<file path="src/rtl/mux8way_rr_arbiter.sv">
// Eight-channel round-robin arbiter feeding a one-word output register.
// The grant search starts at the channel after the last winner; drain and refill can share a cycle.
module mux8way_rr_arbiter #(
   parameter int unsigned WIDTH = 16
) (
   input  logic                 clk,
   input  logic                 reset,
   input  logic [7:0]           in_valid,
   input  logic [8*WIDTH-1:0]   in_data,
   output logic [7:0]           in_ready,
   output logic                 out_valid,
   output logic [WIDTH-1:0]     out_data,
   output logic [2:0]           out_sel,
   input  logic                 out_ready
);

   localparam int unsigned N_CH  = 8;
   localparam int unsigned PTR_W = 3;

   typedef enum logic {EMPTY = 1'b0, FULL = 1'b1} state_t;

   state_t             state_q, state_d;
   logic [PTR_W-1:0]   ptr_q, ptr_d;
   logic [WIDTH-1:0]   data_q, data_d;
   logic [PTR_W-1:0]   sel_q, sel_d;

   logic               grant_slot;
   logic               found;
   logic [PTR_W-1:0]   win;
   logic [PTR_W-1:0]   idx;
   logic [WIDTH-1:0]   win_word;

   // State register; reset discards any held word.
   always_ff @(posedge clk or posedge reset) begin
      if (reset) begin
         state_q <= EMPTY;
         ptr_q   <= '0;
         data_q  <= '0;
         sel_q   <= '0;
      end else begin
         state_q <= state_d;
         ptr_q   <= ptr_d;
         data_q  <= data_d;
         sel_q   <= sel_d;
      end
   end

   // Round-robin search, grant generation and next-state logic.
   always_comb begin
      state_d    = state_q;
      ptr_d      = ptr_q;
      data_d     = data_q;
      sel_d      = sel_q;
      in_ready   = '0;
      found      = 1'b0;
      win        = '0;
      idx        = '0;
      win_word   = '0;
      grant_slot = (state_q == EMPTY) || out_ready;

      for (int i = 0; i < N_CH; i++) begin
         idx = ptr_q + PTR_W'(i);
         if (!found && in_valid[idx]) begin
            found = 1'b1;
            win   = idx;
         end
      end

      for (int k = 0; k < N_CH; k++) begin
         if (win == PTR_W'(k)) begin
            win_word = in_data[k*WIDTH +: WIDTH];
         end
      end

      if (grant_slot) begin
         if (found) begin
            // Reset gating keeps the grant low while the flops are held in reset.
            in_ready[win] = !reset;
            state_d       = FULL;
            data_d        = win_word;
            sel_d         = win;
            ptr_d         = win + PTR_W'(1);
         end else begin
            state_d = EMPTY;
         end
      end
   end

   assign out_valid = (state_q == FULL);
   assign out_data  = data_q;
   assign out_sel   = sel_q;

endmodule

</file>
<file path="config.mk">
export PLATFORM = sky130hd
export DESIGN_NAME = mux8way_rr_arbiter
export DESIGN_NICKNAME = d
export VERILOG_FILES = /design/src/rtl/mux8way_rr_arbiter.sv
export SDC_FILE = /design/constraint.sdc
export NUM_CORES = 1
export LEC_CHECK = 0
export ABC_CLOCK_PERIOD_IN_PS = 6700
export CORE_MARGIN = 2
export CORE_UTILIZATION = 42
export CTS_CLUSTER_SIZE = 12
export DETAILED_ROUTE_END_ITERATION = 16
export PLACE_DENSITY = 0.91
export SLEW_MARGIN = 0
export SYNTH_ARGS = -nofsm -noshare
export SYNTH_HDL_FRONTEND = slang
export SYNTH_SLANG_ARGS = --single-unit
</file>
<file path="constraint.sdc">
create_clock -name clk -period 6.7 [get_ports clk]
set_input_delay 1.34 -clock clk [delete_from_list [all_inputs] [get_ports clk]]
set_output_delay 1.34 -clock clk [all_outputs]
set_load 0.1 [all_outputs]
</file>
==> run metrics <==
drc violations=0; Synth Flop Type=dfrtp_1; Area Overhead vs Synth=51.6%; CTS Hold Buffers Added=0; CTS Buffer Depth=2; die width=roughly 93 um; cell with the most instances after synthesis=a21oi_1; critical path class=primary input to output port; # port buffers=between 150 and 200; max cap viols=0; core footprint=around 7700 um^2; worst skew pair latency=0.27 ns; Final Skew=about 0.0098 ns; pin slew with the least headroom to its limit=1.04 ns; leading area contributor after synthesis=dfrtp_1; Synth top area share=roughly 17%; Yosys reg bits=23; Top Usage Layer GRT=met2; EDFF count, synth=0; top cells by count, synth=54 x a21oi_1, 46 x nand2_1, 41 x nor2_1, 31 x clkbuf_1, 27 x inv_1; first-pass GRT wire length=a little over 20 mm; Slew Limit Fails=0; worst hold start=out_sel[2]$_DFFE_PP0P_; layout net count=724; Ant. Diodes=0; layout cell share with drive strength beyond 1=under 10%; Worst-path clk slew=around 0.09 ns; initial antenna violation count=0; Initial DRC Count=324; Hold WS=0.503 ns; Synth area leaders=dfrtp_1 17%, a21oi_1 8.1%, mux4_2 6.1%; RSZ-0062 raised after global routing=false; vias=between 4000 and 5000; CTS sink count=23; post-route non-filler standard cell count=roughly 680; Layout Utilization=65.6%; fmax=156 MHz; min cycle time layout=~6.4 ns; Detailed Routing Iterations Pass 1=5; WP data required=5.36 ns; Net Count, Synth=around 590; Setup crit start kind=primary input; final worst-path cycle share=a little over nine tenths; gr usage total=about 29%; Root Buffer=clkbuf_8; Overflow after GRT=0; DP Cell Count=between 600 and 700; Slew headroom=30.4%; initial core utilization=between 40% and 50%; worst path arrival time=~5 ns; mapped cell area=between 3000 and 4000 um^2; met2 Track Usage GR=about half; H-tree levels=1; ANT nets after route=0; Critical Path End Type=output port; sequential fraction of the synthesis area=between 15 and 20%; worst min-delay path class=flop to flop; Die Span Y=93.2 um; Post-Syn Area per Cell=7.50 um^2; final setup fails=0; final hold vios=0; Site Rows=32; Cell variety after synth=53; Worst setup startpoint=in_valid[6]; outcome=completed; GR Layer Usage met1=between 30% and 40%; Syn Inst Count=446; largest fanout on the critical path=8; io pins=about 170; DR vias/cell=between 6 and 7; Die Area=between 8000 and 9000 um^2; TritonCTS Buffers=3; HPWL Detailed=about 10 mm; WL final=roughly 13 mm; pin count of the biggest net entering global routing=53; GR Layer Usage met3=under 10%; vias in the first global route=approximately 3900; global placement routability congestion=0.981; FFs w/ async S/R, synth=100%; startpoint of the worst-slack reg-to-reg timing path=ptr_q[1]$_DFFE_PP0P_; wire per inst=19.2 um; CTS tree=yes; Synthesis Warnings=0
-- cell families after synthesis --
kind of cell / share of synthesized area, %
compound gates: 41.0
fa+ha+maj: 2.62
simple gates: 15.6
flops: 17.2
mux: 11.4
buf+inv: 11.4
xor+xnor: 0.786
-- placed cells by master (no fill, tap or decap), types with 8 or more instances in the layout --
cell | synthesis | final
inv_1 | 27 | 27
buf_12 | 3 | 8
a211oi_1 | 16 | 16
a21boi_0 | 16 | 16
a32oi_1 | 18 | 18
buf_4 | 2 | 9
nand2_1 | 46 | 46
a22oi_1 | 17 | 17
mux4_2 | 9 | 9
nor4_1 | 8 | 8
dfrtp_1 | 23 | 22
clkdlybuf4s50_1 | 0 | 158
o21ai_0 | 25 | 25
a2111oi_0 | 16 | 16
a221oi_1 | 18 | 18
mux2i_1 | 9 | 9
nor2_1 | 41 | 41
a21oi_1 | 54 | 54
-- layer usage --
metal | wire length [um] | share of wire [%]
met1 | 5030 | 39
met2 | 6180 | 47
met3 | 1370 | 11
met4 | 461 | 3.5
met5 | 0 | 0
-- flip-flops by register name, indices dropped and copies added, names as in the netlist --
signal,flops
out_data,16
out_sel,3
ptr_q,3
out_valid,1
-- per-stage QoR --
| stage | instance area [um^2] | setup WS (ns) | TNS [ns] |
|---|---|---|---|
| after detailed placement | 5010 | 0.310 | 0 |
| final | 5070 | 0.305 | 0 |
| after CTS | 5060 | 0.0903 | 0 |
| after global placement | 5010 | 0.555 | 0 |
| after floorplan | 3340 | -0.870 | -6.45 |
| after global routing | 5070 | 0.133 | 0 |
-- what timing repair did --
action                     CTS  global route
setup buffers                0             0
setup endpoints to repair    0            16
gates resized for setup      0             3
-- path summary, 6_finish.rpt --
check | endpoint | slack, ns | depth (start not counted)
worst min-delay path | out_sel[2]$_DFFE_PP0P_ | 0.50 | 2
worst max-delay path | in_ready[7] | 0.31 | 10
worst max register to register | out_data[1]$_DFFE_PP0P_ | 0.70 | 15
worst min register to register | out_sel[2]$_DFFE_PP0P_ | 0.50 | 2
max in group asynchronous | ptr_q[0]$_DFFE_PP0P_ | 4.29 | 2
min in group asynchronous | out_sel[2]$_DFFE_PP0P_ | 1.79 | 2
-- layout make-up --
cell class,instances,area (um^2)
inverters,29,110
clock buffers,3,41.3
clock inverters,1,5.00
repair buffers,175,1810
fillers,628,2660
multi-input cells,346,2400
flip-flops and latches,23,577
well taps,102,128
-- critical path, cell delays in order --
cell	delay [ns]
clkdlybuf4s50_1	0.51
mux4_2	0.52
mux2i_1	0.27
a32oi_1	0.29
nor3_1	0.49
o31ai_1	0.14
a22o_1	0.36
or2_2	0.34
nor4_1	0.53
buf_12	0.26
Power is left out: the tool's default activity adds up to more than one toggle a clock period on the data nets, which glitch-free logic cannot reach.
